--- config.mk ---
export PLATFORM = sky130hd
export DESIGN_NAME = ssemi_decimator_config_regfile
export DESIGN_NICKNAME = d
export VERILOG_FILES = /design/src/rtl/ssemi_decimator_config_regfile.sv
export SDC_FILE = /design/constraint.sdc
export NUM_CORES = 2
export LEC_CHECK = 0
export BUFFER_PORTS_ARGS = -buffer_cell sky130_fd_sc_hd__buf_4
export CAP_MARGIN = 20
export CELL_PAD_IN_SITES_DETAIL_PLACEMENT = 1
export CELL_PAD_IN_SITES_GLOBAL_PLACEMENT = 1
export CORE_MARGIN = 8
export CORE_UTILIZATION = 40
export DETAILED_ROUTE_END_ITERATION = 16
export HOLD_SLACK_MARGIN = 0.06
export PLACE_DENSITY_LB_ADDON = 0.1
export SYNTH_ARGS = -nofsm -noshare
export SYNTH_HDL_FRONTEND = slang
export SYNTH_SLANG_ARGS = --single-unit
--- constraint.sdc ---
create_clock -name i_clk -period 4.3 [get_ports i_clk]
set_input_delay 0.86 -clock i_clk [delete_from_list [all_inputs] [get_ports i_clk]]
set_output_delay 0.86 -clock i_clk [all_outputs]
set_load 0.1 [all_outputs]
--- src/rtl/ssemi_decimator_config_regfile.sv ---
// ---------------------------------------------------------------------------
// ssemi_decimator_config_regfile
//
// Purpose:
//   Responder end of the decimator configuration bus. Writes land in shadow
//   FIR / halfband coefficient banks, the decimation-factor register or the
//   scratch address. A CTRL commit copies the shadow banks into the active
//   banks (one index per cycle) that feed the FIR and halfband stages.
//   Illegal addresses or data drop the write and raise a sticky error whose
//   type is the code of the first error since the last clear.
//
// Ports:
//   i_clk, i_rst        clock, synchronous active-high reset
//   i_config_valid      write request
//   i_config_addr[8]    write address
//   i_config_data[32]   write data
//   o_config_ready      responder can accept a write (IDLE only)
//   i_fir_rd_idx        active FIR bank read index
//   o_fir_coeff         active FIR coefficient, 1-cycle latency
//   i_hb_rd_idx         active halfband bank read index
//   o_hb_coeff          active halfband coefficient, 1-cycle latency
//   o_decim_factor[16]  current decimation factor
//   o_commit_busy       commit copy in progress
//   o_commit_done       one-cycle pulse at the end of a commit
//   o_error             sticky error flag
//   o_error_type[3]     code of the first error since the last clear
// ---------------------------------------------------------------------------
module ssemi_decimator_config_regfile #(
    parameter int FIR_TAPS      = 64,
    parameter int HALFBAND_TAPS = 31,
    parameter int HB_BASE       = 64,
    parameter int FIR_COEFF_W   = 18,
    parameter int HB_COEFF_W    = 18,
    parameter int DEFAULT_DECIM = 16,
    localparam int FIR_IDX_W    = $clog2(FIR_TAPS),
    localparam int HB_IDX_W     = $clog2(HALFBAND_TAPS)
) (
    input  logic                          i_clk,
    input  logic                          i_rst,
    input  logic                          i_config_valid,
    input  logic [7:0]                    i_config_addr,
    input  logic [31:0]                   i_config_data,
    output logic                          o_config_ready,
    input  logic [FIR_IDX_W-1:0]          i_fir_rd_idx,
    output logic signed [FIR_COEFF_W-1:0] o_fir_coeff,
    input  logic [HB_IDX_W-1:0]           i_hb_rd_idx,
    output logic signed [HB_COEFF_W-1:0]  o_hb_coeff,
    output logic [15:0]                   o_decim_factor,
    output logic                          o_commit_busy,
    output logic                          o_commit_done,
    output logic                          o_error,
    output logic [2:0]                    o_error_type
);

    // Active banks are padded to a power of two; the padding entries are
    // never written, so an out-of-range read index naturally returns 0.
    localparam int FIR_DEPTH = 1 << FIR_IDX_W;
    localparam int HB_DEPTH  = 1 << HB_IDX_W;
    localparam int N_COMMIT  = (FIR_TAPS > HALFBAND_TAPS) ? FIR_TAPS : HALFBAND_TAPS;
    localparam int K_W       = (N_COMMIT > 1) ? $clog2(N_COMMIT) : 1;
    localparam int HB_CENTRE = (HALFBAND_TAPS - 1) / 2;

    localparam logic [7:0] ADDR_CTRL  = 8'hF0;
    localparam logic [7:0] ADDR_DECIM = 8'hF1;
    localparam logic [7:0] ADDR_SCR   = 8'hFF;

    typedef enum logic [1:0] {S_IDLE, S_COMMIT, S_DONE} state_t;

    state_t                         r_state;
    state_t                         w_next;
    logic [K_W-1:0]                 r_k;
    logic signed [FIR_COEFF_W-1:0]  r_fir_shd [0:FIR_DEPTH-1];
    logic signed [FIR_COEFF_W-1:0]  r_fir_act [0:FIR_DEPTH-1];
    logic signed [HB_COEFF_W-1:0]   r_hb_shd  [0:HB_DEPTH-1];
    logic signed [HB_COEFF_W-1:0]   r_hb_act  [0:HB_DEPTH-1];
    logic [15:0]                    r_decim;
    logic                           r_error;
    logic [2:0]                     r_error_type;

    logic [31:0] w_addr32;
    logic [31:0] w_hb_loc;
    logic        w_accept, w_in_fir, w_in_hb, w_is_ctrl, w_is_decim, w_is_scr;
    logic        w_fir_rng_ok, w_hb_rng_ok;
    logic        w_err;
    logic [2:0]  w_err_code;
    logic        w_wr_ok, w_commit_req, w_clear_req;
    logic [31:FIR_COEFF_W-1] w_fir_hi;
    logic [31:HB_COEFF_W-1]  w_hb_hi;

    // ---------------- address decode and data checks ----------------
    assign w_addr32   = {24'd0, i_config_addr};
    assign w_hb_loc   = w_addr32 - HB_BASE;
    assign w_accept   = i_config_valid && o_config_ready;
    assign w_in_fir   = (w_addr32 < FIR_TAPS);
    assign w_in_hb    = (w_addr32 >= HB_BASE) && (w_addr32 < HB_BASE + HALFBAND_TAPS);
    assign w_is_ctrl  = (i_config_addr == ADDR_CTRL);
    assign w_is_decim = (i_config_addr == ADDR_DECIM);
    assign w_is_scr   = (i_config_addr == ADDR_SCR);

    // A coefficient fits when every bit above the sign bit copies the sign.
    assign w_fir_hi     = i_config_data[31:FIR_COEFF_W-1];
    assign w_hb_hi      = i_config_data[31:HB_COEFF_W-1];
    assign w_fir_rng_ok = (&w_fir_hi) || ~(|w_fir_hi);
    assign w_hb_rng_ok  = (&w_hb_hi) || ~(|w_hb_hi);

    always_comb begin
        w_err      = 1'b0;
        w_err_code = 3'b000;
        if (w_in_fir) begin
            if (!w_fir_rng_ok) begin
                w_err      = 1'b1;
                w_err_code = 3'b101;
            end
        end else if (w_in_hb) begin
            if (!w_hb_rng_ok) begin
                w_err      = 1'b1;
                w_err_code = 3'b101;
            end else if (w_hb_loc[0] && (w_hb_loc != HB_CENTRE) && (i_config_data != 32'd0)) begin
                // Halfband odd taps are structurally zero except the centre.
                w_err      = 1'b1;
                w_err_code = 3'b100;
            end
        end else if (w_is_decim) begin
            if (i_config_data[15:0] < 16'd2) begin
                w_err      = 1'b1;
                w_err_code = 3'b110;
            end
        end else if (!w_is_ctrl && !w_is_scr) begin
            w_err      = 1'b1;
            w_err_code = 3'b011;
        end
    end

    assign w_wr_ok      = w_accept && !w_err;
    assign w_commit_req = w_accept && w_is_ctrl && i_config_data[0];
    assign w_clear_req  = w_accept && w_is_ctrl && i_config_data[1];

    // ---------------- FSM: state register ----------------
    always_ff @(posedge i_clk) begin
        if (i_rst) begin
            r_state <= S_IDLE;
            r_k     <= '0;
        end else begin
            r_state <= w_next;
            if (r_state == S_COMMIT) r_k <= r_k + 1'b1;
            else                     r_k <= '0;
        end
    end

    // ---------------- FSM: next state ----------------
    always_comb begin
        w_next = r_state;
        case (r_state)
            S_IDLE:   if (w_commit_req) w_next = S_COMMIT;
            S_COMMIT: if (r_k == K_W'(N_COMMIT - 1)) w_next = S_DONE;
            S_DONE:   w_next = S_IDLE;
            default:  w_next = S_IDLE;
        endcase
    end

    // ---------------- FSM: outputs ----------------
    always_comb begin
        o_config_ready = (r_state == S_IDLE);
        o_commit_busy  = (r_state == S_COMMIT);
        o_commit_done  = (r_state == S_DONE);
    end

    // ---------------- register file and commit copy ----------------
    // SCRATCH (0xFF) has no read path on this bus, so its write is accepted
    // and has no observable state to hold.
    always_ff @(posedge i_clk) begin
        if (i_rst) begin
            for (int i = 0; i < FIR_DEPTH; i++) begin
                r_fir_shd[i] <= '0;
                r_fir_act[i] <= '0;
            end
            for (int i = 0; i < HB_DEPTH; i++) begin
                r_hb_shd[i] <= '0;
                r_hb_act[i] <= '0;
            end
            r_decim      <= 16'(DEFAULT_DECIM);
            r_error      <= 1'b0;
            r_error_type <= 3'b000;
        end else begin
            for (int i = 0; i < FIR_TAPS; i++) begin
                if (w_wr_ok && w_in_fir && (w_addr32 == i))
                    r_fir_shd[i] <= i_config_data[FIR_COEFF_W-1:0];
                if ((r_state == S_COMMIT) && (r_k == K_W'(i)))
                    r_fir_act[i] <= r_fir_shd[i];
            end
            for (int i = 0; i < HALFBAND_TAPS; i++) begin
                if (w_wr_ok && w_in_hb && (w_addr32 == HB_BASE + i))
                    r_hb_shd[i] <= i_config_data[HB_COEFF_W-1:0];
                if ((r_state == S_COMMIT) && (r_k == K_W'(i)))
                    r_hb_act[i] <= r_hb_shd[i];
            end
            if (w_wr_ok && w_is_decim)
                r_decim <= i_config_data[15:0];
            // CTRL never errors, so clear and set cannot collide.
            if (w_clear_req) begin
                r_error      <= 1'b0;
                r_error_type <= 3'b000;
            end else if (w_accept && w_err) begin
                r_error <= 1'b1;
                if (!r_error) r_error_type <= w_err_code;
            end
        end
    end

    // ---------------- registered read ports ----------------
    always_ff @(posedge i_clk) begin
        if (i_rst) begin
            o_fir_coeff <= '0;
            o_hb_coeff  <= '0;
        end else begin
            o_fir_coeff <= r_fir_act[i_fir_rd_idx];
            o_hb_coeff  <= r_hb_act[i_hb_rd_idx];
        end
    end

    assign o_decim_factor = r_decim;
    assign o_error        = r_error;
    assign o_error_type   = r_error_type;

endmodule
After elaboration in Yosys (flattened, before gate mapping)
Memories as Yosys holds them, arrays and structs flattened. A register that Yosys moved wholly into a read port is not among the register bits.
Cells that the tools add are included.
{"block": "totals", "wordCells": 1247, "reg_bits": 28, "memories": 4, "latch_bits": 0, "in_bits": 54, "out_inout_bits": 59, "ramBits": 3456, "mem_bits_ro": 0}
{"block": "classes", "addsub": 2, "eq_ne": 165, "reduce_logical": 186, "n_bitwise": 193, "n_lt_le_gt_ge": 4, "n_mul": 0, "n_shift": 0, "mux": 688, "n_div": 0}
{"memory": "r_fir_act", "words": 64, "width": 18, "read_ports": 1, "rd_clocked_by_memory_dff": 1, "write_ports": 64, "line": "73", "rtl": "logic signed [FIR_COEFF_W-1:0] r_fir_act [0:FIR_DEPTH-1];"}
{"memory": "r_fir_shd", "words": 64, "width": 18, "read_ports": 64, "rd_clocked_by_memory_dff": 0, "write_ports": 64, "line": "72", "rtl": "logic signed [FIR_COEFF_W-1:0] r_fir_shd [0:FIR_DEPTH-1];"}
{"memory": "r_hb_act", "words": 32, "width": 18, "read_ports": 1, "rd_clocked_by_memory_dff": 1, "write_ports": 32, "line": "75", "rtl": "logic signed [HB_COEFF_W-1:0] r_hb_act [0:HB_DEPTH-1];"}
{"memory": "r_hb_shd", "words": 32, "width": 18, "read_ports": 31, "rd_clocked_by_memory_dff": 0, "write_ports": 32, "line": "74", "rtl": "logic signed [HB_COEFF_W-1:0] r_hb_shd [0:HB_DEPTH-1];"}
{"operator": "18-bit 2-to-1 mux", "count": 190}
{"operator": "1-bit 2-to-1 mux", "count": 487}
{"operator": "8-bit by 6-bit == test with 1-bit output, second input constant", "count": 32}
{"operator": "8-bit by 7-bit == test with 1-bit output, second input constant", "count": 31}
{"operator": "6-bit == test, second input constant", "count": 32}
{"operator": "1-bit bitwise OR", "count": 190}
{"operator": "1-bit logical AND", "count": 172}
{"operator": "8-bit by 5-bit == test with 1-bit output, second input constant", "count": 16}
{"operator": "6-bit by 5-bit == test with 1-bit output, second input constant", "count": 16}
{"operator": "8-bit by 4-bit == test with 1-bit output, second input constant", "count": 8}
{"operator": "6-bit by 4-bit == test with 1-bit output, second input constant", "count": 8}
{"operator": "8-bit by 3-bit == test with 1-bit output, second input constant", "count": 4}
{"operator": "32-bit logical NOT", "count": 1}
{"operator": "32-bit by 4-bit != test with 1-bit output, second input constant", "count": 1}
{"operator": "32-bit nonzero test", "count": 1}
{"operator": "6-bit by 3-bit == test with 1-bit output, second input constant", "count": 4}
{"operator": "8-bit == test, second input constant", "count": 3}
{"operator": "3-bit 2-to-1 mux", "count": 7}
{"operator": "8-bit by 2-bit == test with 1-bit output, second input constant", "count": 2}
{"operator": "16-bit by 2-bit < comparator with 1-bit output, second input constant", "count": 1}
{"operator": "8-bit by 7-bit < comparator with 1-bit output, second input constant", "count": 2}
{"operator": "15-bit AND reduction", "count": 1}
{"operator": "15-bit OR reduction", "count": 1}
{"operator": "6-bit by 2-bit == test with 1-bit output, second input constant", "count": 2}
{"operator": "other kinds (17)", "count": 26}

Longest topological paths before layout
{"block": "logic_depth", "ltp_word": 16, "mapped_depth": 9, "depth_no_buf": 6}

Least setup slack after synthesis
No wires, ideal clock.
{"block": "synth_timing", "kind": "register to register", "startpoint": "register r_state[0]", "endpoint": "memory r_hb_shd[0][0] (enable)", "slack_ns": -0.235, "required_time_ns": 3.882, "synth_period_minus_slack_ns": 4.535, "setup_time_ns": 0.418, "stages_incl_launch_ff": 7, "t_arrival_ns": 4.117, "n_path_buf": 1, "path_cell_list": "dfxtp_1 -> nor2_1 -> nand2_1 -> nor3_2 -> buf_2 -> nand2_1 -> o21ai_0"}
{"item": "start: declaration", "line": "69", "rtl": "state_t r_state;"}
{"item": "start signal: assignment", "line": "144", "rtl": "r_state <= w_next;"}
{"item": "end: declaration", "line": "74"}

==> metrics.txt <==
worst path arrival time approximately 4 ns; Post-Syn Instances just under 8000; WL per Instance 33.6 um; CTS Buf Count around 380; Final ANT Viol Nets 0; Sw Ratio 0.233; multi-input combinational cell area roughly 30000 um^2; final net count between 8000 and 9000; Hold Crit Class in2reg; clock tree buffer depth 4; cell area after synthesis about 140000 um^2; initial antenna violation count 43; clk_lat worst skew roughly 0.96 ns; CTS tree yes; Tmin final 3.45 ns; fraction of registers with async set/reset 0; slew margin rel. 0.277; critical path class reg2reg; htree depth 5; core box area between 300000 and 400000 um^2; PD cells 490 nW/um^2; Vias/cell 5.42; Top FF cell, synth edfxtp_1; CTS Sinks between 3000 and 4000; cell internal pwr about 59 mW; clock share of power 0.408; die height 597 um; post-CTS sizing 0; Worst EP required approximately 4.8 ns; Worst Setup EP r_hb_shd[8][34]$_SDFFCE_PN0P_; first-pass GRT wire length between 600 and 700 mm; layout cells sized above 1 0.207; leakage about 53 nW; row count ~210; DRT iter0 DRCs between 7000 and 8000; CP Max Fanout 19; Mean Syn Cell Area 17.5 um^2; post-synth cell types 50; drc violations 0; Layout area overhead 16.3%; final worst-path cycle share 0.801; pin count of the biggest net entering global routing a little under 200; RSZ-0062 raised after global routing no; Net Sw Power between 15 and 20 mW; Initial Util 0.402; max_cap viols 0; die area approximately 360000 um^2; clk_skew 0.0591 ns; clk slew on worst S/H paths approximately 0.060 ns; measured slew at the worst slew-check pin about 1.1 ns; status completed; worst hold margin ~0.18 ns; Synth top area share 0.760; Synth Warn # 0; FMAX 0.290 GHz; Post-synth EDFFs around 3400; # port buffers 112; sequential area share after synthesis 0.769; via count slightly above 70000; RD Place Congestion about 0.93; GRT Residual Overflow 0; Seq pwr share 0.522; io pins around 110; vias in the first global route about 73000; Seq cells post-synth about 3500; final WL between 400 and 500 mm; CP endpoint kind flip-flop; main area contributors after synthesis edfxtp_1 (76%), mux4_2 (8.4%), and2_1 (4.3%), nor2b_1 (3.6%), nor2_1 (2.4%); VDD IR-drop max around 290 uV; die extent in x approximately 600 um; final core occ 0.467; Final Hold Viols 0; FF-to-FF Start r_state[1]$_SDFFE_PP0P_; startpoint type of the worst setup path flip-flop; R2R Setup Slk ~0.85 ns; Total GRT Usage 0.244; post-synth top area cell edfxtp_1; Hold-fix buffers, CTS 0; FF-to-FF path depth 8; logic gate share of total power 0.070; final setup fails 0; FF+latch area just over 100000 um^2; detailed-placement wirelength estimate just under 300 mm; RR Endpoint r_hb_shd[8][34]$_SDFFCE_PN0P_; max-slew violation count 0; fill count between 30000 and 40000; drt pass-1 iters 5; post-CTS setup buffer count 0; clock root buffer clkbuf_16; Worst setup startpoint r_state[1]$_SDFFE_PP0P_
registers in the layout (all words and copies together) (netlist names):
signal          cells
o_error_type        3
r_fir_act        1152
o_error             1
o_fir_coeff        18
r_state             2
r_fir_shd        1152
r_hb_shd          558
r_k                 6
o_decim_factor     16
r_hb_act          558
o_hb_coeff         18
cell usage after synthesis, drive strengths merged (2+ instances only):
cell type,number
mux2i,88
a31oi,3
o21ai,156
a221oi,17
ha,4
edfxtp,3420
nor2,883
clkbuf,334
a21oi,3
and4,4
nand2b,8
o221ai,18
nor2b,785
dfxtp,64
nor3,18
nor4,12
nand3,16
nand2,235
buf,122
nand3b,2
nand4,13
o31ai,3
and3,4
or2,2
xor2,3
inv,60
mux4,505
and2,940
placed cells by master (no fill, tap or decap), types with 67 or more instances in the layout:
master / n
edfxtp_1: 3420
and2_1: 940
nor2_1: 861
nor2b_1: 785
mux4_2: 505
buf_4: 493
clkbuf_16: 381
nand2_1: 215
conb_1: 144
clkbuf_1: 94
mux2i_1: 88
clkinv_2: 79
o21ai_2: 73
clkinv_1: 67
worst min path at each step:
stage	start	to	slack, ns	cells past startpoint
finish	i_config_data[8]	o_decim_factor[8]$_SDFFE_PP0P_	0.18	3
global placement	r_k[0]$_SDFF_PP0_	r_k[0]$_SDFF_PP0_	0.49	1
detailed placement	o_decim_factor[8]$_SDFFE_PP0P_	o_decim_factor[8]$_SDFFE_PP0P_	0.50	2
global route	i_config_data[4]	o_decim_factor[4]$_SDFFE_PP1P_	0.15	3
CTS	i_config_data[4]	o_decim_factor[4]$_SDFFE_PP1P_	0.09	3
floorplan	r_k[0]$_SDFF_PP0_	r_k[0]$_SDFF_PP0_	0.46	1
cells by family after synthesis:
logic type	Yosys count	synth area share
buf+inv	516	0.0152
simple gates	2925	0.116
mux	593	0.0906
fa+ha+maj	4	0.000370
compound gates	207	0.00892
xor+xnor	4	0.000259
flops	3484	0.769
other cells	1	0.0000277
layer usage:
layer / share of wire / vias up / GRT usage
li1: - / 29800 / -
met1: 0.43 / 38500 / 0.341
met2: 0.47 / 2679 / 0.390
met3: 0.068 / 609 / 0.0422
met4: 0.039 / 8 / 0.0794
met5: 0.00013 / - / 0
metrics by stage:
stage / total power, mW / setup slack, ns / cell area, um^2 / instances / setup TNS [ns]
6_report: 77.0 / 0.855 / 157000 / 13200 / 0
4_1_cts: 77.8 / 0.739 / 157000 / 13200 / 0
3_5_place_dp: 46.3 / -0.0619 / 145000 / 12500 / -1.34
3_3_place_gp: 46.2 / -0.0933 / 145000 / 12500 / -7.02
5_1_grt: 79.1 / 0.763 / 157000 / 13200 / 0
2_1_floorplan: 43.3 / 0.0983 / 136000 / 7877 / 0
critical path, stage by stage, from the launching register on:
cell     delay (ns)
dfxtp_1        0.32
nor2_2         0.50
and2_1         0.24
nand2_1        0.23
nor3_1         0.30
nand3_2        0.25
buf_12         0.27
buf_12         0.17
o21ai_2        0.70
power groups by stage:
stage | sequential (mW) | clock, mW | combinational, mW
global placement | 40.8 | 0 | 5.38
finish | 40.2 | 31.5 | 5.40
global route | 40.3 | 33.2 | 5.57
CTS | 40.2 | 32.1 | 5.45
floorplan | 40.9 | 0 | 2.40
detailed placement | 40.9 | 0 | 5.44
area by class of cell:
type	instances	area share
flip-flops and latches	3484	0.661
multi-input cells	3877	0.194
clock buffers	489	0.0641
well taps	4515	0.0359
repair buffers	567	0.0323
clock inverters	202	0.0110
inverters	60	0.00148
diodes	24	0.000382
(Power assumes the default switching activity.)
